===== config.mk =====
export PLATFORM = sky130hd
export DESIGN_NAME = serial_subtractor
export DESIGN_NICKNAME = d
export VERILOG_FILES = /design/src/rtl/serial_subtractor_pkg.sv /design/src/rtl/serial_subtractor_sub_digit.sv /design/src/rtl/serial_subtractor.sv
export SDC_FILE = /design/constraint.sdc
export NUM_CORES = 1
export LEC_CHECK = 0
export CAP_MARGIN = 20
export CORE_MARGIN = 3
export CORE_UTILIZATION = 51
export DETAILED_ROUTE_END_ITERATION = 7
export PLACE_DENSITY = 0.79
export SKIP_CTS_REPAIR_TIMING = 1
export SLEW_MARGIN = 40
export SYNTH_ARGS = -nofsm -noshare
export SYNTH_HDL_FRONTEND = slang
export SYNTH_SLANG_ARGS = --single-unit

===== constraint.sdc =====
create_clock -name clk -period 2.3 [get_ports clk]
set_clock_uncertainty 0.1 [all_clocks]
set_input_delay 0.345 -clock clk [delete_from_list [all_inputs] [get_ports clk]]
set_output_delay 0.345 -clock clk [all_outputs]
set_load 0.01 [all_outputs]

===== src/rtl/serial_subtractor_pkg.sv =====
// Shared types and constants for the digit-serial subtractor.
// State encoding, default geometry and the cycle-count derivation live here.
package serial_subtractor_pkg;

    localparam int DEF_WIDTH = 32;
    localparam int DEF_DIGIT = 4;

    typedef enum logic [1:0] {
        ST_IDLE = 2'd0,
        ST_RUN  = 2'd1,
        ST_DONE = 2'd2
    } state_e;

    // Number of RUN cycles needed to consume a full operand.
    function automatic int calc_n(input int width, input int digit);
        return width / digit;
    endfunction

endpackage


===== src/rtl/serial_subtractor_sub_digit.sv =====
// Combinational DIGIT-bit adder slice, reused by the serial subtractor every
// RUN cycle.
module sub_digit #(
    parameter int DIGIT = 4
) (
    input  logic [DIGIT-1:0] a_dig,
    input  logic [DIGIT-1:0] b_inv_dig,
    input  logic             carry_in,
    output logic [DIGIT-1:0] sum,
    output logic             carry_out
);

    always_comb begin
        {carry_out, sum} = {1'b0, a_dig} + {1'b0, b_inv_dig} + {{DIGIT{1'b0}}, carry_in};
    end

endmodule


===== src/rtl/serial_subtractor.sv =====
// Multi-cycle a - b computed DIGIT bits per clock with a start/busy/done handshake.
// Optional signed-overflow flag is built when SERIAL_SUBTRACTOR_OVERFLOW_EN is defined.
module serial_subtractor
    import serial_subtractor_pkg::*;
#(
    parameter int WIDTH = DEF_WIDTH,
    parameter int DIGIT = DEF_DIGIT
) (
    input  logic             clk,
    input  logic             rst,
    input  logic             start,
    input  logic [WIDTH-1:0] a,
    input  logic [WIDTH-1:0] b,
    output logic             busy,
    output logic             done,
    output logic [WIDTH-1:0] diff,
    output logic             borrow,
    output logic             zero,
    output logic             overflow
);

    localparam int N  = calc_n(WIDTH, DIGIT);
    localparam int CW = (N > 1) ? $clog2(N) : 1;
    localparam logic [CW-1:0] LAST = CW'(N - 1);

    state_e               state_q, state_d;
    logic [WIDTH-1:0]     a_sh_q, a_sh_d;
    logic [WIDTH-1:0]     b_sh_q, b_sh_d;
    logic [WIDTH-DIGIT-1:0] res_sh_q, res_sh_d;
    logic                 carry_q, carry_d;
    logic [CW-1:0]        cnt_q, cnt_d;
    logic [WIDTH-1:0]     diff_q, diff_d;
    logic                 borrow_q, borrow_d;
    logic                 zero_q, zero_d;

    logic [DIGIT-1:0]     dig_sum;
    logic                 dig_carry;
    logic [WIDTH-1:0]     res_full;

`ifdef SERIAL_SUBTRACTOR_OVERFLOW_EN
    // Operand sign bits are kept separately because the shift registers lose them.
    logic a_msb_q, a_msb_d;
    logic b_msb_q, b_msb_d;
    logic overflow_q, overflow_d;
`endif

    sub_digit #(.DIGIT(DIGIT)) u_sub_digit (
        .a_dig     (a_sh_q[DIGIT-1:0]),
        .b_inv_dig (b_sh_q[DIGIT-1:0]),
        .carry_in  (carry_q),
        .sum       (dig_sum),
        .carry_out (dig_carry)
    );

    assign res_full = {dig_sum, res_sh_q};

    always_comb begin
        // NOTE: every combinational output gets a default first so no path infers a latch.
        state_d  = state_q;
        a_sh_d   = a_sh_q;
        b_sh_d   = b_sh_q;
        res_sh_d = res_sh_q;
        carry_d  = carry_q;
        cnt_d    = cnt_q;
        diff_d   = diff_q;
        borrow_d = borrow_q;
        zero_d   = zero_q;
`ifdef SERIAL_SUBTRACTOR_OVERFLOW_EN
        a_msb_d    = a_msb_q;
        b_msb_d    = b_msb_q;
        overflow_d = overflow_q;
`endif

        case (state_q)
            ST_IDLE, ST_DONE: begin
                if (start) begin
                    a_sh_d  = a;
                    b_sh_d  = ~b;
                    carry_d = 1'b1;
                    cnt_d   = '0;
                    state_d = ST_RUN;
`ifdef SERIAL_SUBTRACTOR_OVERFLOW_EN
                    a_msb_d = a[WIDTH-1];
                    b_msb_d = b[WIDTH-1];
`endif
                end else begin
                    state_d = ST_IDLE;
                end
            end
            ST_RUN: begin
                a_sh_d   = a_sh_q >> DIGIT;
                b_sh_d   = b_sh_q >> DIGIT;
                res_sh_d = res_full[WIDTH-1:DIGIT];
                carry_d  = dig_carry;
                cnt_d    = cnt_q + CW'(1);
                if (cnt_q == LAST) begin
                    state_d  = ST_DONE;
                    diff_d   = res_full;
                    borrow_d = ~dig_carry;
                    zero_d   = (res_full == '0);
`ifdef SERIAL_SUBTRACTOR_OVERFLOW_EN
                    overflow_d = (a_msb_q != b_msb_q) & (res_full[WIDTH-1] != a_msb_q);
`endif
                end
            end
            default: state_d = ST_IDLE;
        endcase
    end

    // NOTE: sequential state uses non-blocking assignments only, so every flop
    // samples the pre-edge value of every other flop.
    always_ff @(posedge clk) begin
        if (rst) begin
            state_q  <= ST_IDLE;
            a_sh_q   <= '0;
            b_sh_q   <= '0;
            res_sh_q <= '0;
            carry_q  <= 1'b0;
            cnt_q    <= '0;
            diff_q   <= '0;
            borrow_q <= 1'b0;
            zero_q   <= 1'b0;
`ifdef SERIAL_SUBTRACTOR_OVERFLOW_EN
            a_msb_q    <= 1'b0;
            b_msb_q    <= 1'b0;
            overflow_q <= 1'b0;
`endif
        end else begin
            state_q  <= state_d;
            a_sh_q   <= a_sh_d;
            b_sh_q   <= b_sh_d;
            res_sh_q <= res_sh_d;
            carry_q  <= carry_d;
            cnt_q    <= cnt_d;
            diff_q   <= diff_d;
            borrow_q <= borrow_d;
            zero_q   <= zero_d;
`ifdef SERIAL_SUBTRACTOR_OVERFLOW_EN
            a_msb_q    <= a_msb_d;
            b_msb_q    <= b_msb_d;
            overflow_q <= overflow_d;
`endif
        end
    end

    assign busy   = (state_q == ST_RUN);
    assign done   = (state_q == ST_DONE);
    assign diff   = diff_q;
    assign borrow = borrow_q;
    assign zero   = zero_q;
`ifdef SERIAL_SUBTRACTOR_OVERFLOW_EN
    assign overflow = overflow_q;
`else
    assign overflow = 1'b0;
`endif

endmodule

Word level (Yosys, flattened, before mapping)
Index checks and enable logic that the tools add are counted.

Output and inout port bits: 37. Bits of input ports: 67. Register bits after elaboration: 132. Logic and storage cells: 36.

Eq/ne operators: 5. Add/subtract/negate cells: 3. Bitwise logic cells: 2. Reduce and logical (&&, ||, !) cells: 6. Muxes and demuxes: 11.

Operators with widths (count): $pmux 32 s2 (2); $mux 32 (2); $logic_not 32->1 (1); $not 32->32 (1); $pmux 3 s2 (1); $add 4x4->5 (1); $add 5x1->5 (1); $pmux 2 s2 (1); $reduce_and 2->1 (2); $add 3x1->3 const B (1); $eq 3x3->1 const B (1); $mux 3 (1); $eq 2x1->1 const B (1); $eq 2x2->1 const B (1); $logic_not 2->1 (1); $mux 1 (2); $mux 2 (1); $ne 2x1->1 const B (1); $ne 2x2->1 const B (1); $pmux 1 s2 (1); $reduce_bool 2->1 (1); $reduce_or 2->1 (1); $not 1->1 (1).

Longest topological paths before layout
Depth in word-level cells: 4. Mapped depth: 7. Depth with buffers taken out: 6.

Cells and area by module
From an unflattened synthesis, not the netlist that was laid out.

Cells, all modules: 675. Area total of the unflattened synthesis: 5411.4 µm².

Modules (own cells, without submodules): serial_subtractor (cells each 659, instances 1, area an instance 5267.6 µm²); sub_digit (cells each 16, instances 1, area an instance 143.9 µm²).

Worst setup path before layout
Ideal clock, no wire load.

Path kind: register to register. From: register a_sh_q[0]. To: register zero_q, in the netlist zero. Setup slack: 0.300 ns. Stages on the path, launching flop included: 7. Buffers on the path: 0. Arrival time: 1.813 ns. Required time: 2.113 ns. Path through: dfxtp_1 fa_1 fa_1 nor4_1 and4_1 nand4_1 o31ai_1.

Cells in the longest elaborated chain, start to end: 3.

Ends and longest elaborated chain: start: declaration (RTL line serial_subtractor.sv:27) `logic [WIDTH-1:0] a_sh_q, a_sh_d;`; start signal: assignment (RTL line serial_subtractor.sv:130) `a_sh_q <= a_sh_d;`; $add 4x4->5 (RTL line serial_subtractor_sub_digit.sv:14) `{carry_out, sum} = {1'b0, a_dig} + {1'b0, b_inv_dig} + {{DIGIT{1'b0}}, carry_in};`; $add 5x1->5 (RTL line serial_subtractor_sub_digit.sv:14); via dig_sum[1] (RTL line serial_subtractor.sv:36) `logic [DIGIT-1:0] dig_sum;`; $logic_not 32->1 (RTL line serial_subtractor.sv:100) `zero_d = (res_full == '0);`; end signal: assignment (RTL line serial_subtractor.sv:137) `zero_q <= zero_d;`; end: declaration (RTL line serial_subtractor.sv:34) `logic zero_q, zero_d;`.

The timed path passes the listed nets, and every way through them passes these cells. A chain may end at the register's enable or synchronous reset.

Final worst setup path
From: register state_q[0]. To: output port busy.

Cells in the longest elaborated chain, start to end: 1.

Ends and longest elaborated chain: start: declaration (RTL line serial_subtractor.sv:26) `state_e state_q, state_d;`; start signal: assignment (RTL line serial_subtractor.sv:129) `state_q <= state_d;`; $eq 2x1->1 (RTL line serial_subtractor.sv:146) `assign busy = (state_q == ST_RUN);`; end: declaration (RTL line serial_subtractor.sv:14) `output logic busy,`.

Every way passes these cells.

==> flow_summary_export.csv <==
group,metric,value,unit
setup_path,start_kind,"flop",
setup_path,rr_startpoint,"a_sh_q[0]$_SDFFE_PP0P_",
setup_path,critPathKind,"reg -> out",
finish,final_util,0.699,
grt,grt_pass1_vias,4482,
yosys,synthMuxAreaShare,0,
yosys,synth_area_leaders,"dfxtp_1 (50%), nand2_1 (16%), a21oi_1 (9.0%)",
timing,finalCriticalPeriod,2.21,ns
power,power,0.00580,W
yosys,synth_commonest_cells,"nand2_1 (228), dfxtp_1 (132), a21oi_1 (94)",
yosys,synth_fa_ha_area_frac,0.0195,
grt,antenna_found_initial,0,
timing,worst_pin_slew,0.741,ns
yosys,synthArstFlopShare,0,
placement,pre_cts_slack,0.151,ns
timing,relSlewSlack,0.504,
yosys,yosysTopAreaCell,"dfxtp_1",
power,p_sw,0.00143,W
yosys,synth.distinct_cells,30,
setup_path,critPathRequiredTime,1.86,ns
run_status,outcome,"completed",
setup_path,cp.buffers_inverters,2,
finish,drive_above_1_share,0.0700,
timing,worst_slack,0.0879,ns
setup_path,crit_family,"buffers and inverters",
routing,vias,4867,
setup_path,r2r-end,"zero$_SDFFE_PP0P_",
routing,highest_layer,"met4",
clock_tree,cts.clk_slew.worst_paths,0.06,ns
setup_path,cp_slowest_stage_delay,0.55,ns
power,power.density,836,nW/um^2
routing,drt_iter0_markers,275,
min_path,hold_class,"in -> reg",
clock_tree,cts-buffers-inserted,17,
floorplan,rows,36,
routing,drc_errors,0,
yosys,synth_xor_area_frac,0.00167,
placement,gp_congestion,0.853,
clock_tree,htreeDepth,4,
power,power.internal,0.00437,W
flow_run,drv_cap,0,
timing,drv_slew,0,
yosys,synth.most_common_cell,"nand2_1",
yosys,synth_ff_type,"dfxtp_1",
clock_tree,cts_root_buffer,"clkbuf_8",
placement,io_buffers,102,
floorplan,die_w,107,um
yosys,synth_area,5250,um^2
power,pwr-share-seq,0.428,
grt,grt_pass1_wl,21.0,mm
min_path,hold_depth,2,
routing,totalWireLength,13.0,mm
power,clkPwrFrac,0.469,
min_path,min_to,"a_sh_q[29]$_SDFFE_PP0P_",
yosys,synth_top_family_by_area,"simple AND/OR/NAND/NOR gates",
setup_path,arrival,1.77,ns
floorplan,num_io_pins,104,
clock_tree,cts_tree,"yes",
grt,grt_overflow,0,
floorplan,coreArea,9910,um^2
setup_path,reg2reg_slack,0.12,ns
timing,fmax,0.452,GHz
placement,hpwl,8.57,mm
timing,rsz0062_at_grt,"no",
clock_tree,cts_num_sinks,132,
floorplan,floorplan.initialDensity,0.530,
grt,grt_max_degree,68,
timing,fin_crit_sh,0.962,
yosys,ys_ff_latch,132,
yosys,synth_top_cell_area_share,0.503,
min_path,holdCritStartpoint,"rst",
routing,post_drt_wl_per_cell,14.6,um
yosys,synth_compound_area_frac,0.195,
yosys,yosysSeqAreaShare,0.503,
grt,grtUsageTotal,0.224,
routing,via_per_inst,5.47,
power,vdd_drop_max,0.631,mV
yosys,syn_inst,663,
yosys,synth-edff-count,0,
power,p_sw_frac,0.246,
power,combPwrFrac,0.103,
routing,wl_met1,5.59,mm
routing,wl_met2,6.51,mm
setup_path,crit_chain,"nand2b_4 -> inv_2 -> clkdlybuf4s50_1",
setup_path,rr_worst_depth,6,
yosys,yosys_warnings,0,
clock_tree,cts_buffer_depth,2,
timing,finalHoldViolCount,0,
floorplan,die_area,11500,um^2
timing,setup_tns,0,ns
setup_path,setup.worst_path.end_class,"primary output",
power,power.leakage,2.47,nW
finish,fin_nets,818,
routing,antenna_left,0,
yosys,synth-simple-area-share,0.227,
placement,place_area,6320,um^2
clock_tree,clock_latency,0.52,ns
setup_path,crit_fanout,15,
timing,setup_viol,0,
routing,first_pass_iters,5,
finish,syn2layout_area_growth,32.0,%
finish,design_area,6930,um^2
floorplan,die_h,107,um
yosys,syn_nets,737,
routing,routed-wl-met3,690,um
setup_path,crit_path_top_delay_cell,"clkdlybuf4s50_1",
yosys,syn_avg_cell_area,7.92,um^2
finish,diodes,0,
## area by class of cell
type | instances | area [um^2]
Tap cell | 133 | 166
Sequential cell | 132 | 2640
Timing Repair Buffer | 117 | 1160
Inverter | 3 | 11.3
Fill cell | 802 | 2980
Clock buffer | 19 | 432
Multi-Input combinational cell | 473 | 2350
Clock inverter | 13 | 171
## worst reg2reg max path, delay by kind of cell (launching register included)
kind,cells,cell delay (ns)
simple gates,3,0.49
flops,1,0.33
fa+ha+maj,2,0.99
compound gates,1,0.20
## kinds of logic after synthesis
family | Yosys count
simple gates | 301
other cells | 1
flops | 132
xor+xnor | 1
fa+ha+maj | 7
buf+inv | 58
compound gates | 163
## worst max path at each step
stage / slack (ns) / cells past startpoint / start / end
2_1_floorplan: 0.30 / 6 / a_sh_q[0]$_SDFFE_PP0P_ / zero$_SDFFE_PP0P_
3_3_place_gp: 0.22 / 6 / a_sh_q[0]$_SDFFE_PP0P_ / zero$_SDFFE_PP0P_
3_5_place_dp: 0.15 / 6 / a_sh_q[0]$_SDFFE_PP0P_ / zero$_SDFFE_PP0P_
4_1_cts: -0.06 / 3 / state_q[0]$_SDFFE_PP0P_ / busy
5_1_grt: 0.02 / 3 / state_q[0]$_SDFFE_PP0P_ / busy
6_report: 0.09 / 3 / state_q[0]$_SDFFE_PP0P_ / busy
## through the flow
stage	hold slack [ns]	std cells
after CTS	0.185	890
after global routing	0.223	890
after global placement	0.343	858
after detailed placement	0.345	858
final	0.189	890
after floorplan	0.332	663
## placed cells by master (no fill, tap or decap), drive strengths merged, types with 2 or more instances in the layout
master	netlist	layout
nand3b	2	2
buf	37	16
nor4	7	7
a311oi	28	28
ha	5	5
nand2	228	228
bufinv	0	3
clkdlybuf4s50	0	101
nand2b	2	2
o31ai	3	3
nand3	2	2
nor2b	4	4
a22oi	6	6
clkinvlp	0	2
nor2	52	52
a21oi	94	94
fa	2	2
inv	3	7
clkinv	0	4
dfxtp	132	132
clkbuf	18	19
o211ai	28	28
a211oi	3	3
## layer usage
| layer | vias up | global-route usage |
|---|---|---|
| met3 | 22 | 0.0516 |
| met2 | 159 | 0.376 |
| met4 | 0 | 0.0784 |
| li1 | 2411 | - |
| met5 | - | 0 |
| met1 | 2275 | 0.285 |
## registers in the layout, summed over array words and instances, names as in the netlist
signal,flops
zero,1
b_sh_q,32
diff,32
a_sh_q,32
res_sh_q,28
cnt_q,3
borrow,1
carry_q,1
state_q,2
## power by group through the flow
stage                     logic (W)  clock network (W)  registers [W]
after floorplan            0.000390                  0        0.00250
after global placement     0.000563                  0        0.00252
after detailed placement   0.000582                  0        0.00253
after CTS                  0.000589            0.00274        0.00248
after global routing       0.000654            0.00285        0.00250
final                      0.000594            0.00272        0.00248
Note: power is estimated with default switching activity, not from simulation.
